File: src/rtl/load_scoreboard.sv
`default_nettype none
// ============================================================================
// Module   : load_scoreboard
// Purpose  : Tracks destinations of in-flight loads and stalls decode on
//            load-use, WAW-on-pending-load or a full outstanding-load window.
//            Optional macro LOAD_SB_STATS_EN adds the stall_count statistic.
// Revision : 1.0 - initial release
// ============================================================================
module load_scoreboard #(
    parameter int MAX_LOADS = 2,
    parameter int CNT_W     = 3
) (
    input  logic             clk,
    input  logic             reset_n,
    input  logic             issue_valid,
    input  logic [4:0]       issue_rs1,
    input  logic [4:0]       issue_rs2,
    input  logic             issue_rs1_used,
    input  logic             issue_rs2_used,
    input  logic [4:0]       issue_rd,
    input  logic             issue_rd_we,
    input  logic             issue_is_load,
    input  logic             wb_valid,
    input  logic [4:0]       wb_rd,
    output logic             stall,
    output logic [31:0]      busy_mask,
    output logic [CNT_W-1:0] load_count
`ifdef LOAD_SB_STATS_EN
    ,
    output logic [31:0]      stall_count
`endif
);

    localparam logic [CNT_W-1:0] c_max_loads = CNT_W'(MAX_LOADS);

    logic [31:0]      r_busy_mask;
    logic [CNT_W-1:0] r_load_count;

    logic [31:0]      w_wb_clear;
    logic [31:0]      w_eff_busy;
    logic [31:0]      w_set;
    logic [31:0]      w_busy_next;
    logic [CNT_W-1:0] w_count_next;
    logic             w_raw1;
    logic             w_raw2;
    logic             w_waw;
    logic             w_full;
    logic             w_accept;
    logic             w_inc;

    // A result written back this cycle is bypassed, so it is hidden from the hazard check.
    always_comb begin
        w_wb_clear = '0;
        if (wb_valid) begin
            w_wb_clear[wb_rd] = 1'b1;
        end
    end

    assign w_eff_busy = r_busy_mask & ~w_wb_clear;

    assign w_raw1 = issue_rs1_used && (issue_rs1 != 5'd0) && w_eff_busy[issue_rs1];
    assign w_raw2 = issue_rs2_used && (issue_rs2 != 5'd0) && w_eff_busy[issue_rs2];
    assign w_waw  = issue_rd_we    && (issue_rd  != 5'd0) && w_eff_busy[issue_rd];
    assign w_full = issue_is_load  && (r_load_count == c_max_loads) && !wb_valid;

    assign stall    = issue_valid && (w_raw1 || w_raw2 || w_waw || w_full);
    assign w_accept = issue_valid && !stall;
    assign w_inc    = w_accept && issue_is_load;

    always_comb begin
        w_set = '0;
        if (w_inc && issue_rd_we && (issue_rd != 5'd0)) begin
            w_set[issue_rd] = 1'b1;
        end
    end

    // Set is OR-ed after the clear so a same-cycle issue to the written-back register wins.
    assign w_busy_next = (r_busy_mask & ~w_wb_clear) | w_set;

    always_comb begin
        w_count_next = r_load_count;
        if (w_inc && !wb_valid) begin
            w_count_next = r_load_count + CNT_W'(1);
        end else if (!w_inc && wb_valid && (r_load_count != '0)) begin
            w_count_next = r_load_count - CNT_W'(1);
        end
    end

    always_ff @(posedge clk) begin
        if (!reset_n) begin
            r_busy_mask  <= '0;
            r_load_count <= '0;
        end else begin
            r_busy_mask  <= w_busy_next;
            r_load_count <= w_count_next;
        end
    end

    assign busy_mask  = r_busy_mask;
    assign load_count = r_load_count;

`ifdef LOAD_SB_STATS_EN
    logic [31:0] r_stall_count;

    always_ff @(posedge clk) begin
        if (!reset_n) begin
            r_stall_count <= '0;
        end else if (stall) begin
            r_stall_count <= r_stall_count + 32'd1;
        end
    end

    assign stall_count = r_stall_count;
`endif

`ifndef SYNTHESIS
    always_ff @(posedge clk) begin
        if (reset_n && wb_valid && (r_load_count == '0)) begin
            $error("load_scoreboard: writeback with no outstanding load");
        end
    end
`endif

endmodule
`default_nettype wire
File: config.mk
export PLATFORM = sky130hd
export DESIGN_NAME = load_scoreboard
export DESIGN_NICKNAME = d
export VERILOG_FILES = /design/src/rtl/load_scoreboard.sv
export SDC_FILE = /design/constraint.sdc
export NUM_CORES = 1
export LEC_CHECK = 0
export CORE_ASPECT_RATIO = 1.5
export CORE_UTILIZATION = 40
export CTS_CLUSTER_SIZE = 8
export DETAILED_ROUTE_END_ITERATION = 12
export PLACE_DENSITY = 0.68
export SKIP_CTS_REPAIR_TIMING = 1
export SYNTH_ARGS = -nofsm -noshare
export SYNTH_HDL_FRONTEND = slang
export SYNTH_SLANG_ARGS = --single-unit
File: constraint.sdc
create_clock -name clk -period 5.3 [get_ports clk]
set_input_delay 1.06 -clock clk [delete_from_list [all_inputs] [get_ports clk]]
set_output_delay 1.06 -clock clk [all_outputs]
set_load 0.02 [all_outputs]
-- Word level (Yosys, flattened, before mapping)
Cells that the tools add are included.
- muxes and demuxes: 14
- bitwise gates (word level): 3
- order comparisons: 6
- equality and inequality tests: 1
- add/subtract/negate cells: 2
- reduce and logical (&&, ||, !) cells: 29
- operators with widths (cell ; number):
    32-bit 2-to-1 mux ; 2
    32-bit bitwise AND ; 1
    32-bit inverter ; 1
    32-bit bitwise OR ; 1
    5-bit by 6-bit < comparator with 1-bit output (second input constant) ; 4
    1-bit logical AND ; 18
    1-bit binary-select mux with 5-bit select ; 3
    5-bit nonzero test ; 3
    1-bit demux with 5-bit select ; 2
    5-bit by 1-bit greater-or-equal comparator with 1-bit output (second input constant) ; 2
    3-bit 2-to-1 mux ; 2
    1-bit 2-to-1 mux ; 5
    3-bit by 1-bit adder with 3-bit output (second input constant) ; 1
    3-bit by 2-bit equality test with 1-bit output (second input constant) ; 1
    1-bit logical NOT ; 3
    1-bit logical OR ; 3
    3-bit nonzero test ; 1
    3-bit by 1-bit subtractor with 3-bit output (second input constant) ; 1
    2-bit nonzero test ; 1
- word-level logic and storage cells: 57
- flip-flop bits (word level): 35
- input bits: 28

-- Depth between registers and ports, before layout
- depth after elaboration: 22
- depth in mapped cells: 15
- gate-level depth less buffers: 13

-- Worst setup path before layout
No wires, ideal clock.
- kind: input -> output
- start point: input wb_rd[1]
- end point: output stall
- stages on the path: 10
- buffers on the path: 2
- data arrival time: 3.357 ns
- path slack: 0.883 ns
- cells stage by stage: buf_2 > or4b_1 > clkbuf_2 > o2111ai_1 > nand4_1 > a2111oi_2 > a221oi_1 > a2111o_1 > nor2_1 > nor2b_1
- longest elaborated chain between the ends: 14
- elaborated cells on any way between the ends: 21
- those cells by class: order compare (2); mux (9); bitwise (2); reduce/logical (8)
- ends and longest elaborated chain (element ; RTL line ; source):
    start: declaration ; 24 ; input logic [4:0] wb_rd,
    5-bit by 6-bit < comparator with 1-bit output (not written as such) / 5-bit by 1-bit greater-or-equal comparator with 1-bit output (equally long branches) ; 55 ; w_wb_clear[wb_rd] = 1'b1;
    1-bit logical AND (not written as such) ; 55 ;
    1-bit 2-to-1 mux (not written as such) ; 55 ;
    1-bit demux with 5-bit select (*) ; 55 ;
    32-bit 2-to-1 mux (*) ; 54 ; if (wb_valid) begin
    32-bit inverter (*) ; 59 ; assign w_eff_busy = r_busy_mask & ~w_wb_clear;
    32-bit bitwise AND (*) ; 59 ;
    1-bit binary-select mux with 5-bit select, on equally long branches ; 61, 62 ;
    1-bit 2-to-1 mux, on equally long branches ; 61, 62 ;
    1-bit logical AND, on equally long branches ; 61, 62 ;
    1-bit logical OR ; 66 ; assign stall = issue_valid && (w_raw1 || w_raw2 || w_waw || w_full);
    1-bit logical OR (*) (2 in a row) ; 66 ;
    1-bit logical AND (*) ; 66 ;
    end: declaration ; 25 ; output logic stall,
Mark *: on every way between the ends. The rest lies on a longest branch, timed or not. The select of a mux whose other input is x is not followed.

-- Final worst setup path
- start point: input wb_rd[2]
- end point: output stall
The elaborated chain is that of the path after synthesis.

==> metrics.yaml <==
outcome:
  status: "finished clean"
route:
  antenna_left: 0
  drcViolationCount: 0
  viasPerCell: 6.47
  drt_iter0_markers: 506
  wl_microns: 12200
  wl_per_cell_microns: 21.0
  dr.pass1.iters: 7
  via_count: 3760
synthesis:
  synth.largest_area_cell: "dfxtp_1"
  ys_seq_area_share_pct: 23.1
  netlist_area_sq_um: 3030
  yosys_warnings: 0
  synth.distinct_cells: 61
  synth_fp_nets: 425
  ys.flop_type: "dfxtp_1"
  synth_top_area_share_pct: 23.1
  yosys-top-cells-area: "dfxtp_1, o21ai_0, mux2i_1, a21oi_1, mux2_2"
  syn_inst: 396
  ys_async_sr_fraction_pct: 0
  avgSynthCellArea_sq_um: 7.65
  ys_ff_latch: 35
  synth-edff-count: 0
worst_setup_path:
  cpMostUsedCell: "o2111ai_1"
  crit_start: "wb_rd[2]"
  path_cells: "clkdlybuf4s50_1 > nand2b_1 > buf_4 > o2111ai_1 > o2111ai_1 > a2111oi_2 > a221oi_1 > a2111o_1 > nor2_1 > nor2b_1 > dlymetal6s2s_1"
  required_ns: 4.24
  cp.arrival_ns: 3.88
  worstPathMaxFanout: 9
  path_class: "in -> out"
  crit_slowest_cell: "clkdlybuf4s50_1"
  cp_slowest_stage_delay_ns: 0.52
  cp-start-kind: "primary input"
  endpoint_kind: "primary output"
  worst-path-buf-inv: 3
  cp_top_family: "compound AO/OA/AOI/OAI gates"
  r2r_start: "busy_mask[7]"
grt:
  grt_util_met2_pct: 53.1
  grt_max_degree: 28
  grt_busiest_layer: "met2"
  grt_use_total_pct: 31.9
  grt_pass1_wl_microns: 18800
  use_met3_pct: 4.57
  met1_usage_pct: 39.4
  globalRouteOverflowTotal: 0
  antenna_found_initial: 0
  grt_pass1_vias: 3523
cells_and_area:
  final_area_sq_um: 4140
  num-fill-cells: 707
  drive_gt1_share_pct: 16.6
  regArea_sq_um: 701
  final_common_cell: "clkdlybuf4s50_1"
  n_antenna_cell: 0
  multi_input_area_sq_um: 2170
  nNetsFinal: 510
  final_cell_mix: "clkdlybuf4s50_1, buf_4, dfxtp_1"
  syn2layout_area_growth_pct: 36.6
sta:
  skew_ns: 0.0126
  rsz0062_at_grt: "no"
  fmax_mhz: 203
  setup_viol: 0
  worst_slew_pin_slew_ns: 0.905
  maxSlewHeadroom_pct: 39.3
  fin_crit_sh_pct: 93.2
  drv_slew: 0
  min_period_ns: 4.94
  final_hold_viol_count: 0
  fin_ws_ns: 0.363
placed_design:
  gp_congestion: 0.962
  placement.io_buffers: 63
  dpl_cell_area_sq_um: 4030
  place_ws_ns: -0.0413
  hpwlAfterDp_microns: 9290
clock_network:
  cts_buffer_depth: 2
  insertion_delay_ns: 0.30
  cts.sinks: 35
  cts_made_buffers: 5
  cts.reportedPaths.clkPinSlew_ns: 0.08
  cts_tree: "built"
  root_buffer: "clkbuf_8"
  cts-htree-levels: 2
die:
  die_h_microns: 109
  die_w_microns: 73.1
  num_rows: 38
  die_area_sq_um: 7930
  initial_utilization_pct: 41.6
  core_sq_um: 7270
  num_io_pins: 64
min_path:
  hp-class: "reg -> reg"
  min_from: "busy_mask[14]"
power:
  powerDensity_nw_per_um2: 177
  p_leak_nw: 1.44
  ir_worst_vdd_mv: 0.163
job:
  cap_viol_max_count: 0
cell families (layout without fill, tap and decap cells):
logic type	count (synthesis)	count (layout)	synth area share, %
buf+inv	43	128	5.66
simple gates	150	150	29.0
fa+ha+maj	1	1	0.661
compound gates	136	136	30.2
mux	28	28	10.5
xor+xnor	3	3	0.868
flops	35	35	23.1
synth_stat cells (6+ instances only):
cell	number
o21ai_0	36
dfxtp_1	35
a21oi_1	28
clkbuf_1	26
nand2_1	23
nor2_1	19
nand2b_1	18
nand4_1	18
o211ai_1	16
mux2i_1	15
nand3_1	13
o2111ai_1	13
mux2_2	11
nor2b_1	10
nor3_1	8
o311ai_0	8
inv_1	7
nor4b_1	6
layer usage:
metal | part of all wire [%] | vias up
met4 | 4.2 | 0
met1 | 39 | 1771
li1 | - | 1696
met2 | 49 | 245
met3 | 8.5 | 48
met5 | 0 | -
registers in the layout, indices dropped and copies added (netlist names):
name,count
busy_mask,32
load_count,3
tightest hold or removal path, stage by stage, from the launching register on:
cell,delay [ns]
dfxtp_1,0.36
o21ai_0,0.09
a21oi_1,0.06
power breakdown:
group | total (W) | switching, W | internal [W]
clock network | 0.000210 | 0.000108 | 0.000102
logic | 0.000234 | 0.000128 | 0.000106
registers | 0.000290 | 0.0000182 | 0.000271
total | 0.000733 | 0.000254 | 0.000479
metrics by stage:
stage	total power (W)	setup TNS (ns)	hold slack, ns	std cells	utilization [%]
6_report	0.000733	0	0.550	581	56.9
5_1_grt	0.000762	0	0.594	581	56.9
4_1_cts	0.000735	-0.0621	0.549	581	56.6
3_5_place_dp	0.000524	-0.0413	0.534	574	55.4
3_3_place_gp	0.000522	0	0.514	574	55.4
2_1_floorplan	0.000422	0	0.568	396	-
final cells by class:
cell class                 instances  area share, %
clock buffer                       6           2.00
clock inverter                     1          0.121
inverter                           8          0.726
multi-input combinational        318           52.5
sequential                        35           16.9
tap                              100           3.02
timing repair buffer             113           24.7
worst paths after layout:
kind | slack (ns) | to | depth (start not counted)
setup / recovery | 0.36 | stall | 11
hold / removal | 0.55 | busy_mask[14] | 2
setup reg to reg | 2.06 | load_count[1] | 14
hold reg to reg | 0.55 | busy_mask[14] | 2
Power figures use the tool's default switching activity.
